<file path="config.mk">
export PLATFORM = sky130hd
export DESIGN_NAME = uart_rx
export DESIGN_NICKNAME = d
export VERILOG_FILES = /design/src/rtl/uart_pkg.sv /design/src/rtl/sync_2ff.sv /design/src/rtl/uart_rx.sv
export SDC_FILE = /design/constraint.sdc
export NUM_CORES = 1
export LEC_CHECK = 0
export CAP_MARGIN = 15
export CORE_ASPECT_RATIO = 2
export CORE_MARGIN = 2
export CORE_UTILIZATION = 33
export CTS_CLUSTER_SIZE = 25
export DETAILED_ROUTE_END_ITERATION = 8
export HOLD_SLACK_MARGIN = 0.02
export PLACE_DENSITY_LB_ADDON = 0.2
export RECOVER_POWER = 100
export SLEW_MARGIN = 20
export SYNTH_ARGS = -nofsm -noshare
export SYNTH_HDL_FRONTEND = slang
export SYNTH_SLANG_ARGS = --single-unit
</file>
<file path="constraint.sdc">
create_clock -name clk -period 3.6 [get_ports clk]
set_clock_uncertainty 0.05 [all_clocks]
set_input_delay 0.54 -clock clk [delete_from_list [all_inputs] [get_ports clk]]
set_output_delay 0.54 -clock clk [all_outputs]
set_load 0.02 [all_outputs]
</file>
<file path="src/rtl/uart_pkg.sv">
// Shared UART timing and FSM state encoding, used by both the transmitter and uart_rx.
package uart_pkg;

    localparam int CLKS_PER_BIT = 234;  // 27 MHz / 115200 baud

    typedef enum logic [1:0] {
        IDLE  = 2'd0,
        START = 2'd1,
        DATA  = 2'd2,
        STOP  = 2'd3
    } uart_state_t;

endpackage

</file>
<file path="src/rtl/sync_2ff.sv">
// Two-flop synchroniser for a single asynchronous input pin.
// The reset value is chosen per pin so that reset release does not look like an edge.
module sync_2ff #(
    parameter logic RST_VAL = 1'b1
) (
    input  logic clk,
    input  logic rst,
    input  logic d,
    output logic q
);

    logic meta;

    always_ff @(posedge clk or posedge rst) begin
        if (rst) begin
            meta <= RST_VAL;
            q    <= RST_VAL;
        end else begin
            meta <= d;
            q    <= meta;
        end
    end

endmodule

</file>
<file path="src/rtl/uart_rx.sv">
// 8N1 UART receiver: synchronised rx, mid-bit sampling, one-cycle valid / frame_err strobes.
module uart_rx
    import uart_pkg::*;
#(
    parameter int CLKS_PER_BIT = uart_pkg::CLKS_PER_BIT
) (
    input  logic       clk,
    input  logic       rst,
    input  logic       rx,
    output logic [7:0] data_in,
    output logic       valid,
    output logic       frame_err,
    output logic [1:0] rx_state
);

    localparam int         HALF_BIT = (CLKS_PER_BIT - 1) / 2;
    localparam logic [7:0] LAST_CNT = 8'(CLKS_PER_BIT - 1);
    localparam logic [7:0] HALF_CNT = 8'(HALF_BIT);

    uart_state_t state, state_nxt;
    logic [7:0]  clk_count;
    logic [2:0]  bit_index;
    logic [7:0]  shift;
    logic        rx_s;
    logic        frame_ok, frame_bad;

    sync_2ff #(.RST_VAL(1'b1)) u_sync (
        .clk (clk),
        .rst (rst),
        .d   (rx),
        .q   (rx_s)
    );

    always_ff @(posedge clk or posedge rst) begin
        if (rst) state <= IDLE;
        else     state <= state_nxt;
    end

    always_comb begin
        state_nxt = state;
        case (state)
            IDLE:  if (!rx_s) state_nxt = START;
            // A start bit that is high again at its mid-point was a glitch.
            START: if (clk_count == HALF_CNT) state_nxt = rx_s ? IDLE : DATA;
            DATA:  if (clk_count == LAST_CNT && bit_index == 3'd7) state_nxt = STOP;
            STOP:  if (clk_count == LAST_CNT) state_nxt = IDLE;
            default: state_nxt = IDLE;
        endcase
    end

    // Leaving at mid-stop-bit leaves half a bit of slack to catch a back-to-back start.
    always_comb begin
        frame_ok  = 1'b0;
        frame_bad = 1'b0;
        if (state == STOP && clk_count == LAST_CNT) begin
            frame_ok  = rx_s;
            frame_bad = !rx_s;
        end
    end

    always_ff @(posedge clk or posedge rst) begin
        if (rst) begin
            clk_count <= 8'd0;
            bit_index <= 3'd0;
            shift     <= 8'd0;
        end else begin
            case (state)
                IDLE: begin
                    clk_count <= 8'd0;
                    bit_index <= 3'd0;
                end
                START: clk_count <= (clk_count == HALF_CNT) ? 8'd0 : clk_count + 8'd1;
                DATA: begin
                    if (clk_count == LAST_CNT) begin
                        clk_count        <= 8'd0;
                        shift[bit_index] <= rx_s;
                        bit_index        <= bit_index + 3'd1;  // 7 wraps to 0 on entry to STOP
                    end else begin
                        clk_count <= clk_count + 8'd1;
                    end
                end
                STOP: clk_count <= (clk_count == LAST_CNT) ? 8'd0 : clk_count + 8'd1;
                default: begin
                    clk_count <= 8'd0;
                    bit_index <= 3'd0;
                end
            endcase
        end
    end

    always_ff @(posedge clk or posedge rst) begin
        if (rst) begin
            data_in   <= 8'h00;
            valid     <= 1'b0;
            frame_err <= 1'b0;
        end else begin
            valid     <= frame_ok;
            frame_err <= frame_bad;
            if (frame_ok) data_in <= shift;
        end
    end

    assign rx_state = state;

endmodule

</file>
==> flow_summary.yaml, run 1 <==
status:
  outcome: "finished, violations left"
  violations: "capacitance limit, slew limit"
logic_synthesis:
  async_flop_share_pct: 100
  synth_common_cells: "31 x dfrtp_1, 15 x nor2_1, 13 x mux2_2"
  synth_area_leaders: "dfrtp_1 52%, mux2_2 9.8%, ha_1 4.2%"
  yosys.area.top_type: "dfrtp_1"
  synth_area_per_cell_um2: 12.6
  ys_seq_area_share_pct: 55.3
  ys_types: 35
  synth-seq-cells: 33
  synth_edf_count: 0
  ys_warn_count: 0
  synth.most_common_cell: "dfrtp_1"
  syn-num-nets: 127
  yosys_most_used_dff: "dfrtp_1"
  syn_area_um2: 1500
  yosysTopAreaCellShare_pct: 51.8
  synthCells: 119
global_route:
  overflow: 0
  grt_usage_pct: 12.6
  grt_pass1_wl_mm: 4.66
  grt_pass1_vias: 1005
  antenna_found_initial: 0
  grt_max_degree: 34
final_layout:
  stdcell_count: 192
  syn_to_final_growth_pct: 18.1
  nFillCells: 451
  drive_gt1_share_pct: 18.8
  multi_input_area_um2: 602
  diodes: 0
  final_nets: 145
  regArea_um2: 828
worst_setup_path:
  crit_path_end: "data_in[6]"
  r2r_cells: 6
  startpoint_type: "primary input"
  worstPathMaxFanout: 33
  cp-end-kind: "asynchronous set/reset pin"
  cp_data_arrival_time_ns: 2.37
  r2r-start: "clk_count[1]"
  path_class: "primary input to asynchronous set/reset pin"
  cp-startpoint: "rst"
  rr_endpoint: "data_in[0]"
  critPathRequiredTime_ns: 3.62
  regToRegSetupSlack_ns: 1.35
clock_network:
  cts_tree: "yes"
  cts_setup_buffers: 0
  cts_resized: 0
  root_buffer: "clkbuf_8"
  clk_pin_slew_ns: 0.06
  holdBufCountCts: 0
  clockBufferDepth: 2
  cts_made_buffers: 5
  clock_sinks: 33
  clk_latency_ns: 0.29
  h-tree-depth: 2
route:
  drtIter0Drc: 8
  wirelength_mm: 2.71
  wl_per_cell_um: 14.1
  dr.pass1.iters: 4
  drc: 0
  viasPerCell: 4.96
  antenna_left: 0
  routed-via-count: 952
power:
  vdd_drop_max_mv: 0.303
  leakagePower_nw: 0.833
  p_per_area_nw_per_um2: 419
flow_run:
  maxCapViolCount: 1
floorplan:
  die_h_um: 99.3
  initial_core_util_pct: 34.5
  die_x_um: 51.6
  floorplan.io_pins: 15
  core_um2: 4340
  die_area_um2: 5130
  row_count: 34
place:
  gp_congestion: 0.809
  io_buffers: 14
  hpwl_mm: 2.07
  dp.cells: 184
timing:
  rsz0062_at_grt: "false"
  timing.final.crit_share_pct: 65.2
  fin_crit_ns: 2.35
  final-max-slew-violation-count: 34
  fmax_mhz: 426
  finalSetupViolations: 0
  worst_slew_pin_slew_ns: 1.72
  hold_violations: 0
  max_slew_margin_pct: -14.4
  fin_setup_tns_ns: 0
worst_hold_path:
  holdCritPathClass: "register to register"
-- layout by cell type (no fill, tap or decap) --
cell,Yosys,final
a311oi_1,1,1
inv_1,3,3
clkbuf_1,1,2
nor2b_1,2,2
dlygate4sd3_1,0,14
nand2_1,3,3
o21a_1,1,1
and4bb_4,1,1
a32o_1,2,2
ha_1,5,5
a31oi_1,1,1
and4bb_2,1,1
clkbuf_8,0,6
nand4b_1,1,1
mux2_2,13,13
xnor2_1,1,1
a21oi_1,2,2
nor3b_1,1,1
and3_2,1,1
nor2_1,15,15
xor2_1,5,5
a22oi_1,1,1
and2_0,0,1
dfrtp_1,31,31
mux2_1,0,3
bufinv_16,0,1
a21bo_2,1,1
nand4_1,4,5
nand3_1,5,5
nand2b_1,2,2
a21o_1,1,1
and2_1,1,1
nor3_1,3,3
dfstp_2,2,2
-- metrics by stage --
step / worst slack, ns / cell area (µm²) / total power, W / util, % / hold slack (ns)
floorplan: 1.86 / 1500 / 0.000387 / - / 0.295
global placement: 1.62 / 1690 / 0.000393 / 38.8 / 0.296
detailed placement: 1.66 / 1690 / 0.000394 / 38.8 / 0.306
CTS: 1.44 / 1800 / 0.000755 / 41.5 / 0.315
global route: 0.784 / 1770 / 0.000770 / 40.8 / 0.319
finish: 1.25 / 1770 / 0.000742 / 40.8 / 0.314
-- flip-flops by register name (all words and copies together), names as in the netlist, named ones only --
name / cells
shift: 8
clk_count: 8
u_sync.meta: 1
rx_state: 1
bit_index: 3
u_sync.q: 1
valid: 1
frame_err: 1
data_in: 8
-- worst min-delay path by stage --
| stage | from | end | slack, ns | depth (start not counted) |
|---|---|---|---|---|
| global placement | u_sync.meta | u_sync.q | 0.30 | 0 |
| finish | u_sync.meta | u_sync.q | 0.31 | 0 |
| global route | u_sync.meta | u_sync.q | 0.32 | 0 |
| CTS | u_sync.meta | u_sync.q | 0.32 | 0 |
| detailed placement | u_sync.meta | u_sync.q | 0.31 | 0 |
| floorplan | u_sync.meta | u_sync.q | 0.30 | 0 |
-- report_power, final --
part	internal [W]	switching (W)	leakage, nW
logic	0.00000196	0.00000727	0.335
registers	0.000373	0.00000232	0.439
clock network	0.000226	0.000132	0.0585
-- area by class of cell --
cell class / count / area share [%]
sequential: 33 / 46.8
multi-input combinational: 79 / 34.0
timing repair buffer: 15 / 8.13
clock buffer: 7 / 4.88
tap: 54 / 3.82
clock inverter: 1 / 1.70
inverter: 3 / 0.636
-- worst max-delay path: stages --
cell	delay (ns)
dlygate4sd3_1	0.53
inv_1	0.05
clkbuf_1	1.23
-- logic make-up (layout without fill, tap and decap cells) --
group,Yosys count,in the layout,synth area share (%)
buf+inv,7,26,2.59
compound gates,10,10,5.18
simple gates,42,42,16.5
flops,33,33,55.3
fa+ha+maj,5,5,4.18
xor+xnor,6,6,3.51
mux,16,16,12.8
-- metal layers --
metal  vias up  GRT usage [%]  part of all wire, %
met5         -              0                    0
met2        15           22.3                   59
met1       472           12.1                   34
met3        10           4.05                  2.6
li1        455              -                    -
met4         0           7.89                  3.8
Note: power is estimated with default switching activity, not from simulation.
==> run 2: changes to the inputs <==
Clock period 3.6 ns to 2.2 ns, I/O delays scaled along.
==> run 2 against run 1 <==
Against the previous run:
- count of clock-buffer cells in the layout decreased by 1
- non-clock buffer count increased by 2
- critical path depth increased by 3
- sequential cell count unchanged
- utilization decreased by 0.058 points
- setup slack got worse by 1.1 ns
- power increased by 42%
- combinational power increased by 70%
- sequential share of layout area increased by 0.067 points
- global-route usage increased by 0.37 points
- routed wire length increased by 3.2%
- register-to-register slack got worse by 1.1 ns
- the flow now finishes without violations
==> flow_summary.yaml, run 2 (synthesized netlist as in run 1, its figures left out) <==
status:
  outcome: "finished clean"
clock_network:
  clock_sinks: 33
  clockBufferDepth: 2
  cts_made_buffers: 5
  clk_latency_ns: 0.28
  holdBufCountCts: 0
  cts_tree: "yes"
  clk_pin_slew_ns: 0.07
  root_buffer: "clkbuf_8"
  cts_resized: 0
  cts_setup_buffers: 0
  h-tree-depth: 2
power:
  vdd_drop_max_mv: 0.309
  p_per_area_nw_per_um2: 598
  leakagePower_nw: 0.832
route:
  dr.pass1.iters: 3
  wirelength_mm: 2.80
  drc: 0
  wl_per_cell_um: 14.4
  drtIter0Drc: 8
  antenna_left: 0
  viasPerCell: 4.85
  routed-via-count: 941
timing:
  worst_slew_pin_slew_ns: 0.820
  whs_ns: 0.308
  setup_slack_ns: 0.202
  fmax_mhz: 501
  finalSetupViolations: 0
  hold_violations: 0
  timing.final.crit_share_pct: 90.8
  max_slew_margin_pct: 45.3
  rsz0062_at_grt: "false"
  fin_setup_tns_ns: 0
  final-max-slew-violation-count: 0
  fin_crit_ns: 2.00
global_route:
  grt_use_met1_pct: 13.9
  grt_pass1_vias: 1035
  grtUsageMet2_pct: 22.3
  antenna_found_initial: 0
  gr-usage-met3_pct: 3.30
  overflow: 0
  grt_usage_pct: 13.0
  grt_max_degree: 34
  grt_pass1_wl_mm: 4.89
  busiest_layer: "met2"
worst_hold_path:
  holdCritPathClass: "register to register"
final_layout:
  multi_input_area_um2: 621
  layout_commonest_cell: "dfrtp_1"
  drive_gt1_share_pct: 21.4
  regArea_um2: 828
  finalInstanceArea_um2: 1770
  final_nets: 147
  syn_to_final_growth_pct: 18.0
  top_regs: "clk_count (8), data_in (8), shift (8)"
  diodes: 0
  layout_common_cells: "31 x dfrtp_1, 15 x nor2_1, 14 x dlygate4sd3_1, 13 x mux2_2"
  nFillCells: 450
worst_setup_path:
  worstPathMaxFanout: 8
  path_class: "register to register"
  startpoint_type: "register"
  cp-end-kind: "register"
  cp_data_arrival_time_ns: 2.11
  critPathRequiredTime_ns: 2.31
place:
  gp_congestion: 0.734
  io_buffers: 14
  place_area_um2: 1700
  hpwl_mm: 2.08
  place_ws_ns: 0.271
floorplan:
  die_area_um2: 5130
  die_h_um: 99.3
  core_um2: 4340
  row_count: 34
  floorplan.io_pins: 15
  die_x_um: 51.6
  initial_core_util_pct: 34.5
flow_run:
  maxCapViolCount: 0
-- run 2: changes by cell type in the layout (fill, tap and decap cells not counted) --
cell	delta
buf_4	+1
bufinv_16	-1
clkbuf_2	+1
clkbuf_8	-1
clkinv_2	+2
mux2_1	-1
mux2_4	+1
nand4_1	-1
nand4_4	+1
-- run 2: per-layer routing --
metal  vias up  wire [µm]
met5         -          0
met4         0         71
met3         5         62
met2        10       1590
met1       466       1070
li1        460          -
-- run 2: final timing paths --
kind	start	to	slack (ns)	cells after the start
max in group asynchronous	rst	clk_count[7]	0.91	3
min	u_sync.meta	u_sync.q	0.31	0
max reg2reg	clk_count[1]	data_in[0]	0.20	6
min in group asynchronous	rst	bit_index[1]	0.68	3
max	clk_count[1]	data_in[0]	0.20	6
min reg2reg	u_sync.meta	u_sync.q	0.31	0
-- run 2: final cells by class --
| type | instances | area share, % |
|---|---|---|
| clock buffers | 6 | 4.11 |
| clock inverters | 2 | 0.567 |
| inverters | 3 | 0.637 |
| multi-input cells | 79 | 35.1 |
| flip-flops and latches | 33 | 46.9 |
| well taps | 54 | 3.82 |
| repair buffers | 17 | 8.85 |
-- run 2: critical path, cell delays in order, from the launching register on --
cell,delay (ns)
dfrtp_1,0.42
inv_1,0.10
ha_1,0.15
and4bb_4,0.25
and2_0,0.32
nand4_4,0.23
mux2_1,0.38
-- run 2: power breakdown --
part	internal (W)	switching, W	total [W]
clock	0.000219	0.000207	0.000426
sequential	0.000610	0.00000418	0.000615
combinational	0.00000355	0.0000122	0.0000157
total	0.000833	0.000223	0.00106
-- run 2: stage by stage --
step	cells	power, W	utilization, %
2_1_floorplan	119	0.000634	-
3_3_place_gp	186	0.000643	39.2
3_5_place_dp	186	0.000644	39.2
4_1_cts	194	0.00108	41.1
5_1_grt	194	0.00111	40.7
6_report	194	0.00106	40.7
